`src/rtl/seq_parser_multi_if.sv`:
```
// -----------------------------------------------------------------------------
// seq_parser_multi_if
// Purpose : bundles the word-input stream, the wide record output and the
//           error/status signals of seq_parser_multi into one interface.
// Modports:
//   master - traffic source / record consumer (drives dataIn*, dataOut_ready)
//   slave  - the parser (drives dataIn_ready, dataOut*, packetLost,
//            lostCount, formatErr, errCount)
// Signals :
//   dataIn[31:0], dataIn_val, dataIn_last, dataIn_ready   input word stream
//   dataOut[MAX_WORDS*32-1:0], dataOut_bytes[15:0],
//   dataOut_stream[STREAM_W-1:0], dataOut_seq[SEQ_W-1:0],
//   dataOut_val, dataOut_ready                            record output
//   packetLost, lostCount[SEQ_W-1:0]                      continuity status
//   formatErr, errCount[15:0]                             format errors
// -----------------------------------------------------------------------------
interface seq_parser_multi_if #(
   parameter int MAX_BYTES   = 37,
   parameter int NUM_STREAMS = 32,
   parameter int SEQ_W       = 32
);
   localparam int MAX_WORDS = (MAX_BYTES + 3) / 4;
   localparam int STREAM_W  = (NUM_STREAMS > 1) ? $clog2(NUM_STREAMS) : 1;

   logic [31:0]             dataIn;
   logic                    dataIn_val;
   logic                    dataIn_ready;
   logic                    dataIn_last;
   logic [MAX_WORDS*32-1:0] dataOut;
   logic [15:0]             dataOut_bytes;
   logic [STREAM_W-1:0]     dataOut_stream;
   logic [SEQ_W-1:0]        dataOut_seq;
   logic                    dataOut_val;
   logic                    dataOut_ready;
   logic                    packetLost;
   logic [SEQ_W-1:0]        lostCount;
   logic                    formatErr;
   logic [15:0]             errCount;

   modport master (
      output dataIn, dataIn_val, dataIn_last, dataOut_ready,
      input  dataIn_ready, dataOut, dataOut_bytes, dataOut_stream, dataOut_seq,
             dataOut_val, packetLost, lostCount, formatErr, errCount
   );

   modport slave (
      input  dataIn, dataIn_val, dataIn_last, dataOut_ready,
      output dataIn_ready, dataOut, dataOut_bytes, dataOut_stream, dataOut_seq,
             dataOut_val, packetLost, lostCount, formatErr, errCount
   );
endinterface

```
`src/rtl/seq_parser_multi.sv`:
```
// -----------------------------------------------------------------------------
// seq_parser_multi
// Purpose : receive-side packet parser. Packets are 32-bit words: a header
//           word ([31:16] total length L incl. 8 header bytes, [15:0] stream
//           id), a sequence word, then big-endian payload. The payload is
//           collected in a prepare buffer (final partial word masked) and
//           handed to an output register as one wide record. Per-stream
//           sequence continuity is tracked and gaps reported; malformed
//           packets are discarded and counted.
// Ports   :
//   clk    - clock, rising edge
//   reset  - synchronous, active-high
//   bus    - seq_parser_multi_if.slave (word input, record output, status)
// Options : define PARSER_FIRST_SEQ_SYNC_EN to give every stream a seen bit;
//           the first committed packet of an unseen stream then never
//           reports a loss and just loads the table. Without it, the first
//           packet of each stream is expected to carry seq 1.
// -----------------------------------------------------------------------------
module seq_parser_multi #(
   parameter int MAX_BYTES   = 37,
   parameter int NUM_STREAMS = 32,
   parameter int SEQ_W       = 32
) (
   input  logic               clk,
   input  logic               reset,
   seq_parser_multi_if.slave  bus
);
   localparam int MAX_WORDS = (MAX_BYTES + 3) / 4;
   localparam int STREAM_W  = (NUM_STREAMS > 1) ? $clog2(NUM_STREAMS) : 1;
   localparam int IDX_W     = $clog2(MAX_WORDS + 1);

   localparam logic [15:0] MAX_BYTES_L   = 16'(MAX_BYTES);
   localparam logic [16:0] NUM_STREAMS_L = 17'(NUM_STREAMS);

   typedef enum logic [2:0] {
      S_HDR,
      S_SEQ,
      S_DATA,
      S_DRAIN,
      S_COMMIT
   } state_t;

   state_t state_q, state_d;

   // packet context captured from header / sequence words
   logic [15:0]         pbytes_q, pbytes_d;
   logic [IDX_W-1:0]    nwords_q, nwords_d;
   logic [STREAM_W-1:0] sid_q, sid_d;
   logic [SEQ_W-1:0]    pseq_q, pseq_d;
   logic [IDX_W-1:0]    widx_q, widx_d;

   // prepare buffer
   logic [31:0] buf_q [MAX_WORDS];
   logic [31:0] buf_d [MAX_WORDS];
   logic [MAX_WORDS*32-1:0] buf_flat;

   // output register (the second half of the ping-pong pair)
   logic [MAX_WORDS*32-1:0] out_data_q, out_data_d;
   logic [15:0]             out_bytes_q, out_bytes_d;
   logic [STREAM_W-1:0]     out_stream_q, out_stream_d;
   logic [SEQ_W-1:0]        out_seq_q, out_seq_d;
   logic                    out_val_q, out_val_d;
   logic                    lost_q, lost_d;
   logic [SEQ_W-1:0]        lost_cnt_q, lost_cnt_d;

   logic        fmt_err_q, fmt_err_d;
   logic [15:0] err_cnt_q, err_cnt_d;

   // per-stream last committed sequence number
   logic [SEQ_W-1:0] seq_tab_q [NUM_STREAMS];

   logic             in_ready;
   logic             in_fire;
   logic             commit_fire;
   logic             err_evt;
   logic             first_pkt;
   logic [SEQ_W-1:0] exp_seq;
   logic             seq_gap;

   logic [15:0] hdr_len;
   logic [15:0] hdr_pbytes;
   logic        hdr_bad;
   logic        last_word;
   logic [31:0] word_mask;

   // ---------------------------------------------------------------------
   // Combinational helpers
   // ---------------------------------------------------------------------
   // Commit may use a slot that the consumer is emptying this very cycle.
   assign commit_fire = (state_q == S_COMMIT) && (!out_val_q || bus.dataOut_ready);

   // In COMMIT the input opens exactly when the commit fires; a word accepted
   // then is the next header and is handled as if in HDR.
   assign in_ready = !reset && ((state_q != S_COMMIT) || commit_fire);
   assign in_fire  = bus.dataIn_val && in_ready;

   assign hdr_len    = bus.dataIn[31:16];
   assign hdr_pbytes = hdr_len - 16'd8;
   assign hdr_bad    = (hdr_len < 16'd8) || (hdr_pbytes > MAX_BYTES_L) ||
                       ({1'b0, bus.dataIn[15:0]} >= NUM_STREAMS_L) || bus.dataIn_last;

   assign last_word = (widx_q == (nwords_q - IDX_W'(1)));

   // Keep only the valid leading bytes of the final word.
   always_comb begin
      word_mask = 32'hFFFF_FFFF;
      case (pbytes_q[1:0])
         2'd1:    word_mask = 32'hFF00_0000;
         2'd2:    word_mask = 32'hFFFF_0000;
         2'd3:    word_mask = 32'hFFFF_FF00;
         default: word_mask = 32'hFFFF_FFFF;
      endcase
   end

   assign exp_seq = seq_tab_q[sid_q] + SEQ_W'(1);
   assign seq_gap = !first_pkt && (pseq_q != exp_seq);

   // Word k of the record sits at the top end, big-endian style.
   generate
      for (genvar gi = 0; gi < MAX_WORDS; gi++) begin : g_pack
         assign buf_flat[(MAX_WORDS-gi)*32-1 -: 32] = buf_q[gi];
      end
   endgenerate

   // ---------------------------------------------------------------------
   // Next-state / datapath control
   // ---------------------------------------------------------------------
   always_comb begin
      state_d  = state_q;
      pbytes_d = pbytes_q;
      nwords_d = nwords_q;
      sid_d    = sid_q;
      pseq_d   = pseq_q;
      widx_d   = widx_q;
      buf_d    = buf_q;
      err_evt  = 1'b0;

      case (state_q)
         S_HDR, S_COMMIT: begin
            if (commit_fire) begin
               state_d = S_HDR;
            end
            if (in_fire) begin
               if (hdr_bad) begin
                  err_evt = 1'b1;
                  state_d = bus.dataIn_last ? S_HDR : S_DRAIN;
               end else begin
                  pbytes_d = hdr_pbytes;
                  nwords_d = IDX_W'((hdr_pbytes + 16'd3) >> 2);
                  sid_d    = bus.dataIn[STREAM_W-1:0];
                  state_d  = S_SEQ;
               end
            end
         end

         S_SEQ: begin
            if (in_fire) begin
               pseq_d = bus.dataIn[SEQ_W-1:0];
               widx_d = '0;
               if (bus.dataIn_last) begin
                  if (nwords_q == '0) begin
                     state_d = S_COMMIT;
                  end else begin
                     err_evt = 1'b1;
                     state_d = S_HDR;
                  end
               end else if (nwords_q == '0) begin
                  // empty payload must end on the sequence word
                  err_evt = 1'b1;
                  state_d = S_DRAIN;
               end else begin
                  state_d = S_DATA;
               end
            end
         end

         S_DATA: begin
            if (in_fire) begin
               for (int k = 0; k < MAX_WORDS; k++) begin
                  if (widx_q == IDX_W'(k)) begin
                     buf_d[k] = bus.dataIn_last ? (bus.dataIn & word_mask) : bus.dataIn;
                  end
               end
               if (bus.dataIn_last) begin
                  if (last_word) begin
                     state_d = S_COMMIT;
                  end else begin
                     err_evt = 1'b1;
                     state_d = S_HDR;
                  end
               end else if (last_word) begin
                  err_evt = 1'b1;
                  state_d = S_DRAIN;
               end else begin
                  widx_d = widx_q + IDX_W'(1);
               end
            end
         end

         S_DRAIN: begin
            if (in_fire && bus.dataIn_last) begin
               state_d = S_HDR;
            end
         end

         default: state_d = S_HDR;
      endcase

      // The buffer starts every packet empty so unused bytes read as zero.
      if (err_evt || commit_fire) begin
         for (int k = 0; k < MAX_WORDS; k++) begin
            buf_d[k] = '0;
         end
      end
   end

   // ---------------------------------------------------------------------
   // Output register and error counters
   // ---------------------------------------------------------------------
   always_comb begin
      out_data_d   = out_data_q;
      out_bytes_d  = out_bytes_q;
      out_stream_d = out_stream_q;
      out_seq_d    = out_seq_q;
      out_val_d    = out_val_q;
      lost_d       = lost_q;
      lost_cnt_d   = lost_cnt_q;
      fmt_err_d    = err_evt;
      err_cnt_d    = err_cnt_q;

      if (commit_fire) begin
         out_data_d   = buf_flat;
         out_bytes_d  = pbytes_q;
         out_stream_d = sid_q;
         out_seq_d    = pseq_q;
         out_val_d    = 1'b1;
         lost_d       = seq_gap;
         lost_cnt_d   = seq_gap ? (pseq_q - exp_seq) : '0;
      end else if (out_val_q && bus.dataOut_ready) begin
         out_val_d = 1'b0;
      end

      if (err_evt && (err_cnt_q != 16'hFFFF)) begin
         err_cnt_d = err_cnt_q + 16'd1;
      end
   end

   always_ff @(posedge clk) begin
      if (reset) begin
         state_q      <= S_HDR;
         pbytes_q     <= '0;
         nwords_q     <= '0;
         sid_q        <= '0;
         pseq_q       <= '0;
         widx_q       <= '0;
         out_data_q   <= '0;
         out_bytes_q  <= '0;
         out_stream_q <= '0;
         out_seq_q    <= '0;
         out_val_q    <= 1'b0;
         lost_q       <= 1'b0;
         lost_cnt_q   <= '0;
         fmt_err_q    <= 1'b0;
         err_cnt_q    <= '0;
      end else begin
         state_q      <= state_d;
         pbytes_q     <= pbytes_d;
         nwords_q     <= nwords_d;
         sid_q        <= sid_d;
         pseq_q       <= pseq_d;
         widx_q       <= widx_d;
         out_data_q   <= out_data_d;
         out_bytes_q  <= out_bytes_d;
         out_stream_q <= out_stream_d;
         out_seq_q    <= out_seq_d;
         out_val_q    <= out_val_d;
         lost_q       <= lost_d;
         lost_cnt_q   <= lost_cnt_d;
         fmt_err_q    <= fmt_err_d;
         err_cnt_q    <= err_cnt_d;
      end
   end

   generate
      for (genvar gi = 0; gi < MAX_WORDS; gi++) begin : g_buf
         always_ff @(posedge clk) begin
            if (reset) begin
               buf_q[gi] <= '0;
            end else begin
               buf_q[gi] <= buf_d[gi];
            end
         end
      end

      // Table written with the received seq on every commit, gap or not.
      for (genvar gi = 0; gi < NUM_STREAMS; gi++) begin : g_tab
         always_ff @(posedge clk) begin
            if (reset) begin
               seq_tab_q[gi] <= '0;
            end else if (commit_fire && (sid_q == STREAM_W'(gi))) begin
               seq_tab_q[gi] <= pseq_q;
            end
         end
      end
   endgenerate

`ifdef PARSER_FIRST_SEQ_SYNC_EN
   logic [NUM_STREAMS-1:0] seen_q;

   always_ff @(posedge clk) begin
      if (reset) begin
         seen_q <= '0;
      end else if (commit_fire) begin
         seen_q[sid_q] <= 1'b1;
      end
   end

   assign first_pkt = !seen_q[sid_q];
`else
   assign first_pkt = 1'b0;
`endif

   // ---------------------------------------------------------------------
   // Interface outputs
   // ---------------------------------------------------------------------
   assign bus.dataIn_ready   = in_ready;
   assign bus.dataOut        = out_data_q;
   assign bus.dataOut_bytes  = out_bytes_q;
   assign bus.dataOut_stream = out_stream_q;
   assign bus.dataOut_seq    = out_seq_q;
   assign bus.dataOut_val    = out_val_q;
   assign bus.packetLost     = lost_q;
   assign bus.lostCount      = lost_cnt_q;
   assign bus.formatErr      = fmt_err_q;
   assign bus.errCount       = err_cnt_q;

endmodule

```
`src/flat_wrapper.sv`:
```
// flat-port wrapper written by rule: the top's interface ports become plain ports
module seq_parser_multi_flat 
#(
   parameter int MAX_BYTES   = 37,
   parameter int NUM_STREAMS = 32,
   parameter int SEQ_W       = 32
)
  (clk, reset, bus_dataIn, bus_dataIn_val, bus_dataIn_last, bus_dataOut_ready, bus_dataIn_ready, bus_dataOut, bus_dataOut_bytes, bus_dataOut_stream, bus_dataOut_seq, bus_dataOut_val, bus_packetLost, bus_lostCount, bus_formatErr, bus_errCount);
  seq_parser_multi_if #(.MAX_BYTES(MAX_BYTES), .NUM_STREAMS(NUM_STREAMS), .SEQ_W(SEQ_W)) bus_i ();
  input  logic clk;
  input  logic reset;
  input wire logic [$bits(bus_i.dataIn)-1:0] bus_dataIn;
  input wire logic [$bits(bus_i.dataIn_val)-1:0] bus_dataIn_val;
  input wire logic [$bits(bus_i.dataIn_last)-1:0] bus_dataIn_last;
  input wire logic [$bits(bus_i.dataOut_ready)-1:0] bus_dataOut_ready;
  output wire logic [$bits(bus_i.dataIn_ready)-1:0] bus_dataIn_ready;
  output wire logic [$bits(bus_i.dataOut)-1:0] bus_dataOut;
  output wire logic [$bits(bus_i.dataOut_bytes)-1:0] bus_dataOut_bytes;
  output wire logic [$bits(bus_i.dataOut_stream)-1:0] bus_dataOut_stream;
  output wire logic [$bits(bus_i.dataOut_seq)-1:0] bus_dataOut_seq;
  output wire logic [$bits(bus_i.dataOut_val)-1:0] bus_dataOut_val;
  output wire logic [$bits(bus_i.packetLost)-1:0] bus_packetLost;
  output wire logic [$bits(bus_i.lostCount)-1:0] bus_lostCount;
  output wire logic [$bits(bus_i.formatErr)-1:0] bus_formatErr;
  output wire logic [$bits(bus_i.errCount)-1:0] bus_errCount;
  assign bus_i.dataIn = bus_dataIn;
  assign bus_i.dataIn_val = bus_dataIn_val;
  assign bus_i.dataIn_last = bus_dataIn_last;
  assign bus_i.dataOut_ready = bus_dataOut_ready;
  assign bus_dataIn_ready = bus_i.dataIn_ready;
  assign bus_dataOut = bus_i.dataOut;
  assign bus_dataOut_bytes = bus_i.dataOut_bytes;
  assign bus_dataOut_stream = bus_i.dataOut_stream;
  assign bus_dataOut_seq = bus_i.dataOut_seq;
  assign bus_dataOut_val = bus_i.dataOut_val;
  assign bus_packetLost = bus_i.packetLost;
  assign bus_lostCount = bus_i.lostCount;
  assign bus_formatErr = bus_i.formatErr;
  assign bus_errCount = bus_i.errCount;
  seq_parser_multi #(.MAX_BYTES(MAX_BYTES), .NUM_STREAMS(NUM_STREAMS), .SEQ_W(SEQ_W)) u_core (.clk(clk), .reset(reset), .bus(bus_i));
endmodule
```
`config.mk`:
```
export PLATFORM = sky130hd
export DESIGN_NAME = seq_parser_multi_flat
export DESIGN_NICKNAME = d
export VERILOG_FILES = /design/src/rtl/seq_parser_multi_if.sv /design/src/rtl/seq_parser_multi.sv /design/src/flat_wrapper.sv
export SDC_FILE = /design/constraint.sdc
export NUM_CORES = 2
export LEC_CHECK = 0
export ABC_AREA = 1
export CAP_MARGIN = 10
export CORE_MARGIN = 5
export CORE_UTILIZATION = 60
export DETAILED_ROUTE_END_ITERATION = 8
export PLACE_DENSITY = 0.8
export REMOVE_ABC_BUFFERS = 1
export SYNTH_ARGS = -nofsm -noshare
export SYNTH_HDL_FRONTEND = slang
export SYNTH_SLANG_ARGS = --single-unit
```
`constraint.sdc`:
```
create_clock -name clk -period 5.9 [get_ports clk]
set_clock_uncertainty 0.1 [all_clocks]
set_input_delay 1.18 -clock clk [delete_from_list [all_inputs] [get_ports clk]]
set_output_delay 1.18 -clock clk [all_outputs]
set_load 0.01 [all_outputs]
```
* After elaboration in Yosys (flattened, before gate mapping)
Memory sizes are Yosys's and may differ from the RTL's. A register that Yosys moved wholly into a read port is not among the register bits.
Index checks and enable logic that the tools add are counted.
** Word-level totals
- Flip-flop bits (word level) :: 808
- Word-level logic and storage cells :: 363
- Memories :: 1
- Output and inout bits :: 425
- RAM bits :: 1024
** Memory list
- u_core.seq_tab_q :: words 32, bits a word 32, rd ports 1, clocked after Yosys merged registers in 1, write ports 32, RTL line seq_parser_multi.sv:70 : logic [SEQ_W-1:0] seq_tab_q [NUM_STREAMS];
** Operators by class
- Bitwise logic cells :: 34
- Magnitude comparators :: 3
- Add/sub/neg operators :: 7
- Reductions and logical operators :: 68
- Eq/ne operators :: 58
- Muxes and demuxes :: 167
** Operator list (count)
- $mux W32 :: 34
- $mux W1 :: 111
- $eq A5 B5 Y1 const B :: 16
- $pmux W24 S3 :: 1
- $eq A5 B4 Y1 const B :: 8
- $logic_and A1 B1 Y1 :: 38
- $mux W3 :: 11
- $reduce_and A3 Y1 :: 11
- $add A32 B1 Y32 const B :: 1
- $and A32 B32 Y32 :: 1
- $ne A32 B32 Y1 :: 1
- $or A1 B1 Y1 :: 32
- $sub A32 B32 Y32 :: 1
- $eq A5 B3 Y1 const B :: 4
- $add A16 B1 Y16 const B :: 1
- $eq A4 B3 Y1 const B :: 4
- $ge A16 B6 Y1 const B :: 1
- $gt A16 B6 Y1 const B :: 1
- $lt A16 B4 Y1 const B :: 1
- $mux W4 :: 4
- $ne A16 B16 Y1 const B :: 1
- $sub A16 B4 Y16 const B :: 1
- $pmux W3 S4 :: 1
- $eq A5 B2 Y1 const B :: 2
- 32 further kinds :: 50

* Depth between registers and ports, before layout
- Depth in word-level cells :: 10
- Depth in mapped cells :: 33
- Mapped depth without buffers :: 30

* Worst setup path after synthesis
No wires, ideal clock.
- Kind :: in2reg
- Start point :: input bus_dataOut_ready
- End point :: memory u_core.seq_tab_q[0][0] (enable)
- Path buffers :: 2
- Setup slack :: 0.831 ns
- Arrival :: 4.504 ns
- Stages :: 8
- Path through :: nor2_1 nor2_1 inv_1 nor2_1 clkbuf_1 inv_1 clkbuf_1 o21ai_0
** RTL lines
- start: declaration :: RTL line flat_wrapper.sv:15 : input wire logic [$bits(bus_i.dataOut_ready)-1:0] bus_dataOut_ready;
- end: declaration :: RTL line seq_parser_multi.sv:70

==> results.md <==
Yosys:
- Synthesis produced between 8,000 and 9,000 cells.
- Yosys printed 0 warnings.
- Summing the areas of all and, or, nand and nor instances in the mapped netlist gives between 20% and 30% of the synthesized area.
- Of the total synthesized cell area, the portion taken by XOR and XNOR cells is less than 1%.
- In the synthesized netlist the async set-or-reset flop fraction comes to 0%.
- The dominant combinational cell family by area after synthesis is simple AND/OR/NAND/NOR gates.
- The post-synthesis instance area is 77,200 um^2.
- Counting distinct cell types in the post-synthesis netlist gives 50.
- The fraction of synthesized area in multiplexers is 0%.
- The sequential fraction of the synthesis area is just over 60%.
- The synthesized design contains approximately 1,800 register bits.
- After Yosys synthesis, full adders, half adders and majority gates account for less than 1% of the synthesized area.
- Counting flops with a built-in enable in the synthesized netlist gives 1,024.
- Each instance of the synthesized netlist takes up on average 8.79 um^2.
- Summing the areas of all compound-gate instances in the mapped netlist gives about 6.6% of the synthesized area.
- The most used flip-flop cell after synthesis is edfxtp_1.

CTS:
- Clock tree synthesis found a total of about 1,800 sinks.
- For this design, the CTS-stage hold fixing added 0 buffers.
- The post-CTS repair timing setup buffer count is 0.
- After clock tree synthesis, the clock-pin slew on the worst setup and hold paths is ~0.06 ns.
- The number of gates resized after CTS was 0.
- The H-tree was split into 4 levels.
- The clock latency at the later pin of the worst-skew pair is about 0.83 ns.
- The clock tree from TritonCTS is built.
- The worst-case clock buffer depth is 3.
- Buffers inserted during clock tree synthesis total 180.
- The root buffer cell chosen for the clock tree is clkbuf_16.

Pwr:
- The total power density per cell area is 303 nW/um^2.
- Across the VDD grid, the largest voltage drop is 0.258 mV.
- Power comes to around 27 mW.
- The static power due to leakage is between 30 and 40 nW.

Placement:
- The post-detailed-placement half-perimeter wirelength is approximately 150,000 um.
- Routability-driven placement finished with a final weighted congestion of roughly 1.
- The pre-CTS worst setup slack is around 0.74 ns.
- In this run the cell area measured after placement is roughly 83,000 um^2.
- Input and output buffers added on the ports amount to 461.

GRT:
- The initial antenna violation count came to 15.
- In the global route stage, overall resource usage came out at a little over a third.
- The met3 demand-to-capacity share in global routing is between 10% and 20%.
- For this run, global-route usage on met1 was measured as 44.9%.
- The leftover overflow at the end of global routing is 0.
- The number of global-route vias before repair is ~62,000.
- The maximum number of pins on one net before global-route repair is 124.
- The routing layer with the top usage in global route is met2.
- Global routing used between 50% and 60% of the available met2 tracks.
- The first-pass GRT wire length is 371,000 um.

Drt:
- The first-pass iteration count of the detailed router is 7.
- The initial detailed-routing violation count is approximately 9,000.
- The detail-routed net length per standard cell is approximately 23 um.
- The antenna violation net count after detailed routing is 0.
- The average vias per placed instance is ~6.0.
- The total wirelength of the detailed-routed design is between 200,000 and 250,000 um.
- The routed via count is about 65,000.
- The final routed DRC violation total is 0.

Finish:
- From synthesis to final layout, the design area changed by 15.8%.
- In the layout the commonest cells are nand2_1 (1,988), nor2_1 (1,796), edfxtp_1 (1,024).
- The net total in the final layout is ~9,100.
- The layout filler cell count is roughly 9,300.
- The most common library cell in the layout ignoring fill and taps is nand2_1.
- After routing the design area is a little under 90,000 um^2.
- Cells with a size suffix above 1 make up about 6.4% of the layout.

Worst setup path:
- The number of buffers and inverters on the critical path is 3.
- On the worst path, the slowest cell contributes a delay of between 0.5 and 0.6 ns.
- The worst setup path is captured at a flop.
- The kind of cell with the highest combined delay along the critical path is simple AND/OR/NAND/NOR gates.
- The cell type with the highest occurrence count on the critical path is nand2_1.
- The setup path with the least slack is of type flop to flop.
- The arrival time reported for the critical path endpoint is roughly 6.1 ns.
- The startpoint kind of the worst setup timing path is a flop.
- The required arrival time at the worst endpoint is 6.50 ns.
- The slowest stage of the critical path belongs to the cell dfxtp_4.
- Along the worst path, the maximum fanout reaches 72.

Floorplanning:
- The area of the die is roughly 140,000 um^2.
- The die is 369 um tall.
- The standard-cell row count is 131.
- The number of top-level pins is ~460.
- The core outline area is around 130,000 um^2.
- The die boundary width is between 300 and 400 um.
- The initial core utilization is around three fifths.

Timing:
- The number of max-slew violations in the final report is 0.
- The smallest clock period supported by the final layout is computed as between 5 and 6 ns.
- The max-slew headroom at the worst pin is roughly 14%.
- At the pin with the least slew margin, the transition time is about 1.3 ns.
- The setup total negative slack is 0 ns.
- In the finished design, the share of the clock period the worst path needs comes to 93.0%.
- The final-report hold violation count is 0.
- Setup violations remaining at the end of the flow were counted as 0.
- Setup repair after global routing left no endpoint under its margin.
- The fmax is 0.182 GHz.
- The final worst-path setup slack is between 0.4 and 0.5 ns.
- The worst hold margin is roughly 0.36 ns.

Worst hold path:
- The path class of the tightest hold or removal check is flop to flop.

Job:
- The max-cap check violation count is 0.

Run status:
- The flow ran to the end, and the final reports show no timing, DRC or antenna violations.
worst paths after layout:
path | start | endpoint | slack, ns | depth (start not counted)
setup / recovery | flop | u_core.bus.lostCount[4]$_SDFFE_PP0P_ | 0.41 | 27
hold reg to reg | u_core.bus.dataOut[269]$_SDFFE_PP0P_ | u_core.bus.dataOut[269]$_SDFFE_PP0P_ | 0.36 | 2
hold / removal | u_core.bus.dataOut[269]$_SDFFE_PP0P_ | u_core.bus.dataOut[269]$_SDFFE_PP0P_ | 0.36 | 2
setup reg to reg | flop | u_core.bus.lostCount[4]$_SDFFE_PP0P_ | 0.41 | 27
worst reg2reg max path: cells and delay by family (launching register included):
family	cells	cell delay, ns
and+or+nand+nor	21	3.04
buffers and inverters	3	1.03
DFF	1	0.56
adders and majority gates	1	0.39
xor gates and xnor gates	1	0.16
AOI/OAI and AO/OA	1	0.10
per-layer routing:
metal	wire (um)	part of all wire, %
met1	87400	35
met2	113000	45
met3	32800	13
met4	16500	6.6
met5	55	0.022
where the power goes:
part / total [mW] / internal, mW / switching, mW
combinational: 1.23 / 0.277 / 0.954
sequential: 13.9 / 13.8 / 0.0993
clock: 12.0 / 6.94 / 5.07
registers in the layout, indices dropped and copies added (netlist names), 16 cells and up, named ones only:
register,flops
u_core.seq_tab_q,1024
u_core.pbytes_q,16
u_core.pseq_q,32
u_core.bus.errCount,16
u_core.bus.lostCount,32
u_core.bus.dataOut,320
u_core.bus.dataOut_bytes,16
u_core.buf_flat,320
u_core.bus.dataOut_seq,32
cells by family after synthesis:
group / Yosys count
buffers and inverters: 1139
flip-flops: 1837
adder cells (fa/ha/maj): 46
AND/OR/NAND/NOR: 4717
AO/OA/AOI/OAI: 967
XOR/XNOR: 81
cell usage after synthesis (41+ instances only):
| master | n | area share [%] |
|---|---|---|
| a21oi_1 | 429 | 2.8 |
| nand2_1 | 1989 | 9.7 |
| xor2_1 | 49 | 0.56 |
| dfxtp_1 | 813 | 21 |
| edfxtp_1 | 1024 | 40 |
| buf_4 | 41 | 0.40 |
| nand3_1 | 850 | 5.5 |
| ha_1 | 45 | 0.73 |
| clkbuf_1 | 417 | 2.0 |
| nor2_1 | 1805 | 8.8 |
| o21ai_0 | 464 | 3.0 |
| inv_1 | 461 | 2.2 |
| buf_2 | 115 | 0.75 |
metrics by stage:
stage,util [%],cells
finish,70.0,10800
global route,70.0,10800
CTS,70.0,10800
detailed placement,65.1,10500
global placement,65.1,10500
floorplan,-,8150
final cells by class:
| class | count | area [um^2] | area share, % |
|---|---|---|---|
| antenna | 9 | 22.5 | 0.0252 |
| clock buffer | 248 | 5110 | 5.72 |
| clock inverter | 91 | 1110 | 1.24 |
| inverter | 502 | 1930 | 2.16 |
| multi-input combinational | 5811 | 25700 | 28.7 |
| sequential | 1837 | 47000 | 52.6 |
| tap | 1662 | 2080 | 2.33 |
| timing repair buffer | 661 | 6440 | 7.20 |
Power figures use the tool's default switching activity.
